## config.mk

```make
export PLATFORM = sky130hd
export DESIGN_NAME = mem_arbiter_flat
export DESIGN_NICKNAME = d
export VERILOG_FILES = /design/src/rtl/mem_arbiter_if.sv /design/src/rtl/mem_arbiter.sv /design/src/flat_wrapper.sv
export SDC_FILE = /design/constraint.sdc
export NUM_CORES = 1
export LEC_CHECK = 0
export BUFFER_PORTS_ARGS = -buffer_cell sky130_fd_sc_hd__clkbuf_2
export CAP_MARGIN = 10
export CORE_ASPECT_RATIO = 0.75
export CORE_MARGIN = 1.5
export CORE_UTILIZATION = 35
export CTS_BUF_LIST = sky130_fd_sc_hd__clkbuf_16
export DETAILED_ROUTE_END_ITERATION = 10
export GPL_TIMING_DRIVEN = 1
export PLACE_DENSITY_LB_ADDON = 0.25
export SLEW_MARGIN = 20
export SYNTH_ARGS = -nofsm -noshare
export SYNTH_HDL_FRONTEND = slang
export SYNTH_SLANG_ARGS = --single-unit
```

## constraint.sdc

```tcl
create_clock -name clk -period 5.2 [get_ports clk]
set_input_delay 1.3 -clock clk [delete_from_list [all_inputs] [get_ports clk]]
set_output_delay 1.3 -clock clk [all_outputs]
set_load 0.01 [all_outputs]
```

## src/rtl/mem_arbiter_if.sv

```systemverilog
// Signal bundle for mem_arbiter: fetch port, load/store port, shared memory port and busy.
// The master modport is the arbiter's view and the slave modport is the requester/memory view.
interface mem_arbiter_if #(
    parameter int AW = 32,
    parameter int DW = 32
);
    logic          i_req;
    logic [AW-1:0] i_addr;
    logic [DW-1:0] i_rdata;
    logic          i_ack;

    logic          d_req;
    logic          d_we;
    logic [3:0]    d_be;
    logic [AW-1:0] d_addr;
    logic [DW-1:0] d_wdata;
    logic [DW-1:0] d_rdata;
    logic          d_ack;

    logic          m_en;
    logic          m_we;
    logic [3:0]    m_be;
    logic [AW-1:0] m_addr;
    logic [DW-1:0] m_wdata;
    logic [DW-1:0] m_rdata;

    logic          busy;

    modport master (
        input  i_req, i_addr, d_req, d_we, d_be, d_addr, d_wdata, m_rdata,
        output i_rdata, i_ack, d_rdata, d_ack, m_en, m_we, m_be, m_addr, m_wdata, busy
    );

    modport slave (
        output i_req, i_addr, d_req, d_we, d_be, d_addr, d_wdata, m_rdata,
        input  i_rdata, i_ack, d_rdata, d_ack, m_en, m_we, m_be, m_addr, m_wdata, busy
    );
endinterface

```

## src/rtl/mem_arbiter.sv

```systemverilog
// Shares one memory port between fetch (I) and load/store (D); ties alternate, first tie goes to I.
// Request seen in IDLE cycle N: ACCESS N+1..N+LAT, ack pulse N+LAT+1; requests ignored outside IDLE.
module mem_arbiter #(
    parameter int AW  = 32,
    parameter int DW  = 32,
    parameter int LAT = 2
) (
    input logic           clk,
    input logic           rst,
    mem_arbiter_if.master bus
);
    typedef enum logic [1:0] {
        IDLE   = 2'd0,
        ACCESS = 2'd1,
        ACK    = 2'd2
    } state_t;

    localparam logic [3:0] LAT_M1 = 4'(LAT - 1);

    state_t        r_state;
    state_t        w_state_nxt;
    logic [3:0]    r_cnt;
    logic          r_last_d;
    logic          r_gnt_d;
    logic          r_we;
    logic [3:0]    r_be;
    logic [AW-1:0] r_addr;
    logic [DW-1:0] r_wdata;
    logic [DW-1:0] r_i_rdata;
    logic [DW-1:0] r_d_rdata;
    logic          w_grant;
    logic          w_pick_d;
    logic          w_done;

    always_ff @(posedge clk or posedge rst) begin
        if (rst) begin
            r_state <= IDLE;
        end else begin
            r_state <= w_state_nxt;
        end
    end

    always_comb begin
        w_state_nxt = r_state;
        w_grant     = 1'b0;
        w_pick_d    = 1'b0;
        w_done      = 1'b0;
        case (r_state)
            IDLE: begin
                if (bus.i_req || bus.d_req) begin
                    w_grant     = 1'b1;
                    // On a tie, D wins only if I was granted last.
                    w_pick_d    = bus.d_req && (!bus.i_req || !r_last_d);
                    w_state_nxt = ACCESS;
                end
            end
            ACCESS: begin
                if (r_cnt == 4'd0) begin
                    w_done      = 1'b1;
                    w_state_nxt = ACK;
                end
            end
            ACK:     w_state_nxt = IDLE;
            default: w_state_nxt = IDLE;
        endcase
    end

    always_ff @(posedge clk or posedge rst) begin
        if (rst) begin
            r_cnt     <= 4'd0;
            r_last_d  <= 1'b1;
            r_gnt_d   <= 1'b0;
            r_we      <= 1'b0;
            r_be      <= 4'd0;
            r_addr    <= '0;
            r_wdata   <= '0;
            r_i_rdata <= '0;
            r_d_rdata <= '0;
        end else begin
            if (w_grant) begin
                r_gnt_d  <= w_pick_d;
                r_last_d <= w_pick_d;
                r_cnt    <= LAT_M1;
                if (w_pick_d) begin
                    r_we    <= bus.d_we;
                    r_be    <= bus.d_be;
                    r_addr  <= bus.d_addr;
                    r_wdata <= bus.d_wdata;
                end else begin
                    r_we    <= 1'b0;
                    r_be    <= 4'b1111;
                    r_addr  <= bus.i_addr;
                    r_wdata <= '0;
                end
            end else if (r_state == ACCESS && r_cnt != 4'd0) begin
                r_cnt <= r_cnt - 4'd1;
            end

            if (w_done) begin
                if (!r_gnt_d) begin
                    r_i_rdata <= bus.m_rdata;
                end else if (!r_we) begin
                    r_d_rdata <= bus.m_rdata;
                end
            end
        end
    end

    assign bus.m_en    = (r_state == ACCESS);
    assign bus.m_we    = r_we && (r_state == ACCESS);
    assign bus.m_be    = r_be;
    assign bus.m_addr  = r_addr;
    assign bus.m_wdata = r_wdata;
    assign bus.i_rdata = r_i_rdata;
    assign bus.d_rdata = r_d_rdata;
    assign bus.i_ack   = (r_state == ACK) && !r_gnt_d;
    assign bus.d_ack   = (r_state == ACK) && r_gnt_d;
    assign bus.busy    = (r_state != IDLE);
endmodule

```

## src/flat_wrapper.sv

```systemverilog
// flat-port wrapper written by rule: the top's interface ports become plain ports
module mem_arbiter_flat 
#(
    parameter int AW  = 32,
    parameter int DW  = 32,
    parameter int LAT = 2
)
  (clk, rst, bus_i_req, bus_i_addr, bus_d_req, bus_d_we, bus_d_be, bus_d_addr, bus_d_wdata, bus_m_rdata, bus_i_rdata, bus_i_ack, bus_d_rdata, bus_d_ack, bus_m_en, bus_m_we, bus_m_be, bus_m_addr, bus_m_wdata, bus_busy);
  mem_arbiter_if #(.AW(AW), .DW(DW)) bus_i ();
  input logic clk;
  input logic rst;
  input wire logic [$bits(bus_i.i_req)-1:0] bus_i_req;
  input wire logic [$bits(bus_i.i_addr)-1:0] bus_i_addr;
  input wire logic [$bits(bus_i.d_req)-1:0] bus_d_req;
  input wire logic [$bits(bus_i.d_we)-1:0] bus_d_we;
  input wire logic [$bits(bus_i.d_be)-1:0] bus_d_be;
  input wire logic [$bits(bus_i.d_addr)-1:0] bus_d_addr;
  input wire logic [$bits(bus_i.d_wdata)-1:0] bus_d_wdata;
  input wire logic [$bits(bus_i.m_rdata)-1:0] bus_m_rdata;
  output wire logic [$bits(bus_i.i_rdata)-1:0] bus_i_rdata;
  output wire logic [$bits(bus_i.i_ack)-1:0] bus_i_ack;
  output wire logic [$bits(bus_i.d_rdata)-1:0] bus_d_rdata;
  output wire logic [$bits(bus_i.d_ack)-1:0] bus_d_ack;
  output wire logic [$bits(bus_i.m_en)-1:0] bus_m_en;
  output wire logic [$bits(bus_i.m_we)-1:0] bus_m_we;
  output wire logic [$bits(bus_i.m_be)-1:0] bus_m_be;
  output wire logic [$bits(bus_i.m_addr)-1:0] bus_m_addr;
  output wire logic [$bits(bus_i.m_wdata)-1:0] bus_m_wdata;
  output wire logic [$bits(bus_i.busy)-1:0] bus_busy;
  assign bus_i.i_req = bus_i_req;
  assign bus_i.i_addr = bus_i_addr;
  assign bus_i.d_req = bus_d_req;
  assign bus_i.d_we = bus_d_we;
  assign bus_i.d_be = bus_d_be;
  assign bus_i.d_addr = bus_d_addr;
  assign bus_i.d_wdata = bus_d_wdata;
  assign bus_i.m_rdata = bus_m_rdata;
  assign bus_i_rdata = bus_i.i_rdata;
  assign bus_i_ack = bus_i.i_ack;
  assign bus_d_rdata = bus_i.d_rdata;
  assign bus_d_ack = bus_i.d_ack;
  assign bus_m_en = bus_i.m_en;
  assign bus_m_we = bus_i.m_we;
  assign bus_m_be = bus_i.m_be;
  assign bus_m_addr = bus_i.m_addr;
  assign bus_m_wdata = bus_i.m_wdata;
  assign bus_busy = bus_i.busy;
  mem_arbiter #(.AW(AW), .DW(DW), .LAT(LAT)) u_core (.clk(clk), .rst(rst), .bus(bus_i));
endmodule
```

Word level (Yosys, flattened, before mapping)
Index checks and enable logic that the tools add are counted.
{"block": "op_classes", "multipliers": 0, "n_eq_ne": 4, "muxes": 15, "order_cmp": 0, "n_shift": 0, "n_addsub": 1, "reduce_logical": 18, "bitwise_logic": 2, "div": 0}
{"op": "32-bit two-way mux", "count": 2}
{"op": "4-bit two-way mux", "count": 3}
{"op": "1-bit two-way mux", "count": 7}
{"op": "1-bit logical AND", "count": 5}
{"op": "4-bit zero test", "count": 1}
{"op": "2-bit two-way mux", "count": 2}
{"op": "2-bit by 1-bit != test with 1-bit output, second input constant", "count": 2}
{"op": "2-bit case mux with 2 select lines", "count": 1}
{"op": "2-bit AND reduction", "count": 2}
{"op": "2-bit nonzero test", "count": 2}
{"op": "4-bit nonzero test", "count": 1}
{"op": "4-bit by 1-bit subtractor with 4-bit output, second input constant", "count": 1}
{"op": "1-bit zero test", "count": 3}
{"op": "3-bit AND reduction", "count": 1}
{"op": "2-bit by 1-bit == test with 1-bit output, second input constant", "count": 1}
{"op": "2-bit == test, second input constant", "count": 1}
{"op": "2-bit zero test", "count": 1}
{"op": "1-bit logical OR", "count": 2}
{"op": "1-bit NOT", "count": 2}
{"block": "totals", "romBits": 0, "mem_bits_rw": 0, "mem_count": 0, "latch_bits": 0, "reg_bits": 141, "input_bits": 137, "elab_cells": 50, "out_inout_bits": 137}

Longest topological paths before layout
{"block": "logic_depth", "depth_word": 6, "depth_mapped": 6, "ltp_nobuf": 5}

Worst setup path after synthesis
No wires, ideal clock.
{"block": "synth_timing", "path_type": "reg-to-output", "start": "register u_core.r_state[0]", "end": "output port bus_busy", "arrival_time_ns": 1.111, "slack_ns": 2.789, "required_time_ns": 3.900, "stages_incl_launch_ff": 5, "path_cell_list": "dfrtp_1 nor2_1 inv_1 clkbuf_1 clkbuf_1"}
{"block": "synth_between", "elab_chain_len": 1}
{"item": "start, declared", "line_no": "mem_arbiter.sv:20", "source": "state_t r_state;"}
{"item": "start signal, assigned", "line_no": "mem_arbiter.sv:39", "source": "r_state <= w_state_nxt;"}
{"item": "2-bit nonzero test", "line_no": "mem_arbiter.sv:118", "source": "assign bus.busy = (r_state != IDLE);"}
{"item": "end, declared", "line_no": "flat_wrapper.sv:29", "source": "output wire logic [$bits(bus_i.busy)-1:0] bus_busy;"}
No other way between the ends.

Worst setup path in the final report
{"block": "layout_timing", "start": "register u_core.r_state[1]", "end": "output port bus_m_we"}
{"block": "layout_between", "elab_chain_len": 2}
{"item": "2-bit by 1-bit == test with 1-bit output", "line_no": "mem_arbiter.sv:110", "source": "assign bus.m_we = r_we && (r_state == ACCESS);"}
{"item": "1-bit logical AND", "line_no": "mem_arbiter.sv:110"}
{"item": "end, declared", "line_no": "flat_wrapper.sv:25", "source": "output wire logic [$bits(bus_i.m_we)-1:0] bus_m_we;"}
No other way between the ends.

==> reports/qor.log <==
INFO  pwr            power.ir.vdd_worst=275.2uV
INFO  worst_setup_path cp_top_family=simple AND/OR/NAND/NOR gates
INFO  cts            cts.sinks=141
INFO  pwr            total_leakage_power=3.961nW
INFO  synth          synth.distinct_cells=37
INFO  cts            clk_pin_slew_worst_paths=50ps
INFO  floorplan      io_pins=274
INFO  synth          synthesis.instances=437
INFO  placed_design  hpwlAfterDp=10470um
INFO  cells_and_area mostFrequentLayoutCells=sky130_fd_sc_hd__clkbuf_2 (273), sky130_fd_sc_hd__dfrtp_1 (140), sky130_fd_sc_hd__mux2_2 (60), sky130_fd_sc_hd__o21ai_0 (35), sky130_fd_sc_hd__a22o_1 (33)
INFO  sta            grt_setup_unrepaired=no
INFO  placed_design  place_worst_setup_slack=2096ps
INFO  route          wl_met3=1043um
INFO  pwr            power.density_cell_area=656.3nW/um^2
INFO  worst_setup_path slowest_stage=sky130_fd_sc_hd__dfrtp_1
INFO  floorplan      start_util=35.67%
INFO  worst_setup_path timing.critical_path.arrival=1530ps
INFO  worst_setup_path timing.critical_path.from_type=flip-flop
INFO  route          routed-wl-met2=7060um
INFO  global_route   grt_start_max_net_pins=74
INFO  worst_setup_path reg2reg_depth=6
INFO  cts            clock_latency_at_the_later_pin_of_the_worst_skew_pair=410ps
INFO  placed_design  portBuffers=273
INFO  cts            ctsHtreeMaxLevel=4
INFO  cells_and_area nNetsFinal=846
INFO  cells_and_area insertedDiodeCount=0
INFO  worst_setup_path critical_path.reg2reg.endpoint=u_core.bus.i_rdata[10]$_DFFE_PP0P_
INFO  synth          synth_sequential_area_ratio=62.18%
INFO  route          via_per_inst=4.908
INFO  worst_setup_path crit_cells=4
INFO  cts            tritoncts=yes
INFO  global_route   antenna_found_initial=0
INFO  worst_setup_path end_point_of_the_critical_path=bus_m_we
INFO  floorplan      die_area=17000um^2
INFO  route          detail-route-antenna-nets=0
INFO  floorplan      std_cell_rows=40
INFO  sta            slew_headroom=25.68%
INFO  route          m1WireLength=6517um
INFO  synth          ys.warnings.count=0
INFO  synth          netlist_area=5677um^2
INFO  sta            worst_slew_pin_slew=1108ps
INFO  global_route   grt.overflow.total=0
INFO  sta            setup_ws=2369ps
INFO  placed_design  dp.cells=898
INFO  cells_and_area regArea=3530um^2
INFO  sta            final_report_max_slew_violation_count=0
INFO  cts            cts_hold_buf=0
INFO  hold_path      min_path_type=reg2reg
INFO  worst_setup_path worst_setup_ep_type=primary output
INFO  sta            setup_viol_count_final=0
INFO  route          drt-total-wl=14970um
INFO  cells_and_area num-fill-cells=1455
INFO  route          maxUsedRoutingLayer=met4
INFO  cells_and_area area_delta_synth_final=38.04%
INFO  worst_setup_path timing.critical_path.fanout_max=6
INFO  floorplan      core_area=15920um^2
INFO  cts            cts_inserted_buffers=17
INFO  route          drt_pre_antenna_iters=4
INFO  synth          ys_ff_latch=141
INFO  sta            fin_crit_sh=54.45%
INFO  sta            timing.clock.skew=10.37ps
INFO  outcome        status=complete, no violations
INFO  cells_and_area drive_gt1_share=53.19%
INFO  cells_and_area multi_input_area=1997um^2
INFO  worst_setup_path cp_cell_sequence=nand2b_1, inv_2, and2_1, clkbuf_2
INFO  floorplan      floorplan.die.width=150.1um
INFO  cts            post-cts-setup-buffers=0
INFO  sta            final_hold_violation_count=0
INFO  sta            fin_tns_setup=0ps
INFO  route          vias=4564
INFO  cells_and_area post_layout_nonfiller_instances=930
INFO  cts            cts_resized=0
INFO  global_route   first_global_vias=4601
INFO  worst_setup_path worstSetupStartpoint=u_core.r_state[1]$_DFFE_PP0P_
INFO  worst_setup_path rr_startpoint=u_core.r_cnt[0]$_DFFE_PP0P_
INFO  cts            root_buffer=sky130_fd_sc_hd__clkbuf_16
INFO  route          routed_length_per_placed_instance=16.09um
INFO  sta            fmaxAchievable=0.3532GHz
INFO  worst_setup_path critical_path_class=reg2out
INFO  placed_design  global_placer_s_final_weighted_congestion=0.8068
INFO  worst_setup_path critPathBufInv=2
INFO  synth          postSynthAreaPerCell=12.99um^2
INFO  cells_and_area leading_cell_type_in_the_layout_fill_and_taps_excluded=sky130_fd_sc_hd__clkbuf_2
INFO  route          detail_route.iter0.violations=163
INFO  floorplan      die_height=113.3um
INFO  sta            final_period_minus_worst_setup_slack=2831ps
INFO  global_route   first_pass_grt_wire_length=23770um
INFO  worst_setup_path ff2ff_setup_slack=3080ps
INFO  route          residual_drc_count=0
INFO  synth          post_synth_net_total=576
INFO  worst_setup_path max_stage_delay=400ps
INFO  flow_run       cap_viol_max_count=0
INFO  global_route   grt_usage=17.95%
INFO  worst_setup_path required=3900ps
INFO  cts            cts_max_path_buffers=2
[worst min path at each step]
stage	start	to	cells after the start
floorplan	u_core.r_we$_DFFE_PP0P_	u_core.r_we$_DFFE_PP0P_	1
global placement	u_core.bus.i_rdata[25]$_DFFE_PP0P_	u_core.bus.i_rdata[25]$_DFFE_PP0P_	1
detailed placement	u_core.bus.i_rdata[25]$_DFFE_PP0P_	u_core.bus.i_rdata[25]$_DFFE_PP0P_	1
CTS	u_core.bus.i_rdata[25]$_DFFE_PP0P_	u_core.bus.i_rdata[25]$_DFFE_PP0P_	1
global route	u_core.bus.i_rdata[25]$_DFFE_PP0P_	u_core.bus.i_rdata[25]$_DFFE_PP0P_	1
finish	u_core.bus.i_rdata[25]$_DFFE_PP0P_	u_core.bus.i_rdata[25]$_DFFE_PP0P_	1
[cells in the mapped netlist, drive strengths merged]
cell type | number | share of area, %
a21boi | 1 | 0.13
o31ai | 29 | 3.8
or3b | 1 | 0.20
a2bb2oi | 3 | 0.46
o221ai | 1 | 0.15
o22ai | 1 | 0.11
mux2i | 2 | 0.35
a211oi | 3 | 0.40
a22o | 33 | 5.1
ha | 2 | 0.44
nor3 | 2 | 0.37
nand2b | 1 | 0.11
o22a | 4 | 0.62
inv | 5 | 0.33
nor2 | 34 | 2.3
clkbuf | 22 | 1.5
dfrtp | 140 | 62
mux2 | 65 | 13
nand4b | 1 | 0.26
nand2 | 2 | 0.13
and3b | 1 | 0.15
a21oi | 29 | 2.6
nor3b | 2 | 0.35
dfstp | 1 | 0.46
nand3 | 2 | 0.18
o21ai | 36 | 3.2
a21o | 2 | 0.26
a21bo | 1 | 0.18
and2 | 1 | 0.11
buf | 10 | 1.2
[report_power, final]
part | leakage (nW) | internal (mW) | total, mW | switching [mW]
Sequential | 1.72 | 1.65 | 1.95 | 0.299
Combinational | 1.96 | 0.927 | 2.00 | 1.08
Clock | 0.288 | 0.743 | 1.19 | 0.450
Total | 3.96 | 3.32 | 5.14 | 1.82
[flip-flops by register name, summed over array words and instances (netlist names)]
name,cells
u_core.r_state,2
u_core.bus.m_addr,32
u_core.r_we,1
u_core.bus.d_rdata,32
u_core.r_gnt_d,1
u_core.bus.i_rdata,32
u_core.bus.m_be,4
u_core.bus.m_wdata,32
u_core.r_cnt,4
u_core.r_last_d,1
[stage by stage]
stage / power, mW / hold WS, ps / util (%) / instance area [um^2]
floorplan: 3.128 / 472.1 / - / 5677
global placement: 3.919 / 467.7 / 45.58 / 7254
detailed placement: 3.986 / 477.8 / 45.58 / 7254
CTS: 5.205 / 490.4 / 49.24 / 7836
global route: 5.482 / 503.3 / 49.24 / 7836
finish: 5.143 / 486.3 / 49.24 / 7836
[layer usage]
metal / up-vias / track usage (%)
li1: 2145 / -
met1: 2211 / 23.14
met2: 178 / 28.29
met3: 30 / 5.081
met4: 0 / 7.647
met5: - / 0
[layout make-up]
cell class                      count  share of cell area, %
Inverter                            5                 0.3034
Timing Repair Buffer              283                  18.39
Clock buffer                       17                  5.429
Sequential cell                   141                  45.04
Tap cell                          210                  3.353
Clock inverter                     15                  1.996
Multi-Input combinational cell    259                  25.48
[logic make-up (layout without fill, tap and decap cells)]
family | after synthesis | count (layout) | share of synthesized area [%]
flops | 141 | 141 | 62.18
buf+inv | 37 | 320 | 2.997
fa+ha+maj | 2 | 2 | 0.4407
simple gates | 47 | 47 | 4.166
compound gates | 143 | 143 | 16.97
mux | 67 | 67 | 13.25
(Power assumes the default switching activity.)
